File: config.mk
export PLATFORM = sky130hd
export DESIGN_NAME = gpio_pads_shift_rx
export DESIGN_NICKNAME = d
export VERILOG_FILES = /design/src/rtl/gpio_pads_shift_rx.sv
export SDC_FILE = /design/constraint.sdc
export NUM_CORES = 1
export LEC_CHECK = 0
export CORE_MARGIN = 4
export CORE_UTILIZATION = 45
export CTS_BUF_LIST = sky130_fd_sc_hd__clkbuf_8
export CTS_CLUSTER_SIZE = 28
export DETAILED_ROUTE_END_ITERATION = 16
export PLACE_DENSITY = 0.68
export SETUP_SLACK_MARGIN = 0.3
export SLEW_MARGIN = 20
export SYNTH_ARGS = -nofsm -noshare
export SYNTH_HDL_FRONTEND = slang
export SYNTH_SLANG_ARGS = --single-unit
File: constraint.sdc
create_clock -name clk -period 2.8 [get_ports clk]
set_input_delay 0.28 -clock clk [delete_from_list [all_inputs] [get_ports clk]]
set_output_delay 0.28 -clock clk [all_outputs]
set_load 0.02 [all_outputs]
File: src/rtl/gpio_pads_shift_rx.sv
// Pad-side receiver for the GPIO daisy-chain configuration protocol: synchronises the
// controller's serial interface, shifts a NPADS*16-bit chain and loads per-pad config words.
module gpio_pads_shift_rx #(
  parameter int unsigned NPADS   = 4,
  parameter logic [15:0] CFG_RST = 16'h0000
) (
  input  logic                  clk,
  input  logic                  rst_n,
  input  logic                  shift_rstn,
  input  logic                  shift_clock,
  input  logic                  shift_load,
  input  logic                  shift_data,
  output logic                  shift_data_ret,
  output logic [NPADS*16-1:0]   pad_cfg,
  output logic                  cfg_update
);

  localparam int unsigned W = NPADS * 16;

  logic [1:0]   rstn_sync_q;
  logic [1:0]   data_sync_q;
  logic [2:0]   clk_sync_q;
  logic [2:0]   load_sync_q;
  logic [W-1:0] chain_q, chain_d;
  logic [W-1:0] pad_cfg_q, pad_cfg_d;
  logic         cfg_update_q, cfg_update_d;
  logic         ret_q;

  logic rstn_s2;
  logic clk_rise;
  logic load_fire;

  // Index 0 is the first synchroniser stage, 1 the second, 2 the edge-detect delay.
  always_ff @(posedge clk or negedge rst_n) begin
    if (!rst_n) begin
      rstn_sync_q <= '0;
      data_sync_q <= '0;
      clk_sync_q  <= '0;
      load_sync_q <= '0;
    end else begin
      rstn_sync_q <= {rstn_sync_q[0], shift_rstn};
      data_sync_q <= {data_sync_q[0], shift_data};
      clk_sync_q  <= {clk_sync_q[1:0], shift_clock};
      load_sync_q <= {load_sync_q[1:0], shift_load};
    end
  end

  assign rstn_s2   = rstn_sync_q[1];
  assign clk_rise  = clk_sync_q[1] & ~clk_sync_q[2];
  assign load_fire = load_sync_q[1] & ~load_sync_q[2] & rstn_s2;

  // A load in the same cycle as a shift captures the pre-shift chain.
  always_comb begin
    chain_d      = chain_q;
    pad_cfg_d    = pad_cfg_q;
    cfg_update_d = 1'b0;
    if (!rstn_s2) begin
      chain_d = '0;
    end else if (clk_rise) begin
      chain_d = {chain_q[W-2:0], data_sync_q[1]};
    end
    if (load_fire) begin
      pad_cfg_d    = chain_q;
      cfg_update_d = 1'b1;
    end
  end

  always_ff @(posedge clk or negedge rst_n) begin
    if (!rst_n) begin
      chain_q      <= '0;
      pad_cfg_q    <= {NPADS{CFG_RST}};
      cfg_update_q <= 1'b0;
      ret_q        <= 1'b0;
    end else begin
      chain_q      <= chain_d;
      pad_cfg_q    <= pad_cfg_d;
      cfg_update_q <= cfg_update_d;
      ret_q        <= chain_q[W-1];
    end
  end

  assign shift_data_ret = ret_q;
  assign pad_cfg        = pad_cfg_q;
  assign cfg_update     = cfg_update_q;

endmodule

# [Word level (Yosys, flattened, before mapping)]
# Index checks and enable logic that the tools add are counted.
[classes] n_mux=3 n_eq_ne=1 n_bitwise=5
[op_table] operator="64-bit 2-to-1 mux" n=2
[op_table] operator="1-bit bitwise AND" n=3
[op_table] operator="2-bit by 1-bit != test with 1-bit output (second input constant)" n=1
[op_table] operator="1-bit NOT" n=2
[op_table] operator="1-bit 2-to-1 mux" n=1
[totals] output_inout_bits=66 elab_cells=17 reg_bits=140 input_bits=6

# [Depth between registers and ports, before layout]
[logic_depth] ltp_word=4 ltp_mapped=5 depth_no_buf=3

# [Least setup slack after synthesis]
# No wires, ideal clock.
[synth_path] path_type="register -> register" start="reg load_sync_q[2]" end="reg pad_cfg_q[11], in the netlist pad_cfg[11]" path_buffers=2 slack_ps=1587 arrival_ps=1088 synth_period_minus_slack_ps=1213 setup_ps=125 stages_incl_launch_ff=5 required_ps=2675 cell_sequence="dfrtp_1 -> nand3b_1 -> buf_6 -> buf_6 -> mux2_4"
[synth_between] elab_chain_len=3
[synth_lines] item="start: declaration" line_no="23" text="logic [2:0] load_sync_q;"
[synth_lines] item="start signal: assignment" line_no="44" text="load_sync_q <= {load_sync_q[1:0], shift_load};"
[synth_lines] item="1-bit NOT" line_no="50" text="assign load_fire = load_sync_q[1] & ~load_sync_q[2] & rstn_s2;"
[synth_lines] item="1-bit bitwise AND (2 in a row)" line_no="50"
[synth_lines] item="end signal: assignment" line_no="71" text="pad_cfg_q <= {NPADS{CFG_RST}};"
[synth_lines] item="end signal: assignment" line_no="76" text="pad_cfg_q <= pad_cfg_d;"
[synth_lines] item="end: declaration" line_no="25" text="logic [W-1:0] pad_cfg_q, pad_cfg_d;"
# Every way passes these cells.
# A chain may end at the register's enable or synchronous reset.

# [Worst setup path in the final report]
[layout_path] start="reg clk_sync_q[2]" end="reg chain_q[24]"
[layout_between] elab_chain_len=3
[layout_lines] item="start: declaration" line_no="22" text="logic [2:0] clk_sync_q;"
[layout_lines] item="start signal: assignment" line_no="43" text="clk_sync_q <= {clk_sync_q[1:0], shift_clock};"
[layout_lines] item="1-bit NOT" line_no="49" text="assign clk_rise = clk_sync_q[1] & ~clk_sync_q[2];"
[layout_lines] item="1-bit bitwise AND" line_no="49"
[layout_lines] item="2-bit by 1-bit != test with 1-bit output (no source line)"
[layout_lines] item="end signal: assignment" line_no="75" text="chain_q <= chain_d;"
[layout_lines] item="end: declaration" line_no="24" text="logic [W-1:0] chain_q, chain_d;"
# Every way passes these cells.

==> metrics.cfg <==
[status]
status=finished clean

[global_route]
grt_pass1_vias=3339
grt_pass1_wl_um=16900
grt_antenna_before_repair=0
grt_max_degree=85
grt_overflow_total=0
track_usage_pct=14.8

[floorplanning]
dieArea_um2=14200
die_h_um=119
core.rowCount=40
initial_core_util_pct=46.1
die_width_um=119
io_pins=72
core_area_um2=12100

[drt]
drcViolationCount=0
ant_nets=0
first_pass_iters=5
wl_per_cell_um=14.4
num_vias=3286
drt_iter0_markers=161
drt_wl_total_um=9790
vias_per_cell=4.84

[critical_path]
cp.arrival_ps=2080
startpoint_type=register
timing_worst_setup_path_type=register to register
cp_max_fo=42
rr_startpoint=clk_sync_q[2]
startpoint=clk_sync_q[2]
crit_path_end_kind=register
crit_required_ps=3130

[placed_design]
dp_slack_ps=1070
gp_congestion=0.724
place_inst=646
io_buffers=71
hpwl_um=6050
dpl-instance-area_um2=6400

[logic_synthesis]
synthTopCellsByArea=dfrtp_1 (63%), mux2_4 (13%), nand2_1 (8.6%)
synth_area_leader_cell=dfrtp_1
syn-instance-count=428
synth_seq_area_share_pct=63.0
yosysWarnings=0
syn-cell-area_um2=5560
syn_area_per_cell_um2=13.0
yosys.cell_types.count=14
synth_top_cell_area_share_pct=63.0
syn-num-nets=434
ys_seq_elements=140

[power_and_ir_drop]
power_density_nw_per_um2=564
netSwitchingPower_uw=858
vdd_ir_drop_max_mv=0.264
switching_share_pct=22.3
p_int_mw=2.99
fin_total_pwr_mw=3.85
clkPwrFrac_pct=43.3
p_leak_nw=3.15
seq_power_share_pct=52.9
comb_power_share_pct=3.9

[timing]
timing.final.ws_setup_ps=1050
whs_ps=285
period_needed_ps=1750
period_share_pct=62.5
rsz0062_at_grt=no
max_freq_mhz=571
timing.setup.tns_ps=0
fin_skew_ps=8.07
slew_viol_final=0
relSlewSlack_pct=44.2
setup_viol=0
hold_violations=0
tightest_slew_ps=836

[clock_tree]
hold_buffers=1
clkTransAtPathRegs_ps=80
cts_tree=built
cts_sinks=140
cts_resized=0
postCtsSetupRepairBufs=0
cts_root_buf=clkbuf_8
clockBufferDepth=2
htreeDepth=4
numCtsBuffers=17
clkLatencyLatePin_ps=430

[worst_hold_path]
min-delay-start=shift_data
worstHoldPathType=input pin to register

[layout]
stdcell_count=679
n_antenna_cell=0
final_cell_area_um2=6830
final_util_pct=56.6
final_nets=504
area_growth_pct=22.7
drive_above_1_share_pct=20.5

[run]
maxCapViolCount=0

[synthesized netlist by cell type]
cell type  instances
dfrtp_1          140
nand2_1          128
a21boi_0          58
mux2_4            49
mux2_2            15
buf_2             14
clkbuf_1           7
a21boi_1           6
buf_6              6
buf_4              1
inv_1              1
nand2b_1           1
nand3b_1           1
nor2b_1            1
[layout by cell type, fill, tap and decap left out]
| cell type | count |
|---|---|
| clkbuf_8 | 19 |
| clkinvlp_4 | 5 |
| a21boi_0 | 58 |
| clkdlybuf4s50_1 | 70 |
| buf_4 | 5 |
| a21boi_1 | 6 |
| clkinv_2 | 3 |
| inv_1 | 3 |
| nand3b_1 | 1 |
| mux2_4 | 49 |
| dfrtp_1 | 139 |
| nand2_1 | 128 |
| dlygate4sd3_1 | 1 |
| dfrtp_2 | 1 |
| nor2b_4 | 1 |
| buf_6 | 1 |
| nand2b_2 | 1 |
| bufinv_16 | 3 |
| mux2_2 | 15 |
| buf_12 | 2 |
[path summary, 6_finish.rpt]
| path | to | slack [ps] | cells after the start |
|---|---|---|---|
| setup / recovery | chain_q[24] | 1050 | 4 |
| hold / removal | data_sync_q[0] | 280 | 1 |
| min in group asynchronous | pad_cfg[61] | 450 | 2 |
| setup reg to reg | chain_q[24] | 1050 | 4 |
| max in group asynchronous | pad_cfg[36] | 1580 | 3 |
| hold reg to reg | rstn_sync_q[1] | 350 | 0 |
[power groups by stage]
stage          combinational, mW  clock [mW]  sequential, mW
3_3_place_gp               0.149           0            2.08
5_1_grt                    0.167        1.81            2.04
6_report                   0.149        1.67            2.04
3_5_place_dp               0.152           0            2.08
2_1_floorplan             0.0823           0            2.08
4_1_cts                    0.153        1.72            2.04
[kinds of logic (layout without fill, tap and decap cells)]
kind of cell	count (synthesis)	in the layout	synth area share (%)
AO/OA/AOI/OAI	64	64	8.64
AND/OR/NAND/NOR	131	131	9.00
multiplexers	64	64	16.3
flip-flops	140	140	63.0
buffers and inverters	29	112	3.15
[final cells by class]
cell class                 count  area (µm²)
sequential                   140        3500
clock buffer                  19         262
timing repair buffer          79         800
tap                          168         210
multi-input combinational    259        1900
inverter                       1        3.75
fill                         980        5240
clock inverter                13         150
[critical path, stage by stage (launching register included)]
cell and delay (ps):
dfrtp_1 390, nand2b_2 690, buf_4 310, nand2_1 60
a21boi_0 200
[metal layers]
metal | part of all wire [%] | vias to the layer above | GRT usage [%]
li1 | - | 1548 | -
met1 | 46 | 1653 | 20.1
met2 | 48 | 73 | 22.7
met3 | 4.4 | 12 | 4.08
met4 | 1.3 | 0 | 5.50
met5 | 0 | - | 0
[flip-flops by register name (all words and copies together), names as in the netlist]
| name | cells |
|---|---|
| load_sync_q | 3 |
| data_sync_q | 2 |
| shift_data_ret | 1 |
| clk_sync_q | 3 |
| cfg_update | 1 |
| pad_cfg | 64 |
| chain_q | 64 |
| rstn_sync_q | 2 |
No activity file was read; power rests on OpenSTA's default activity.
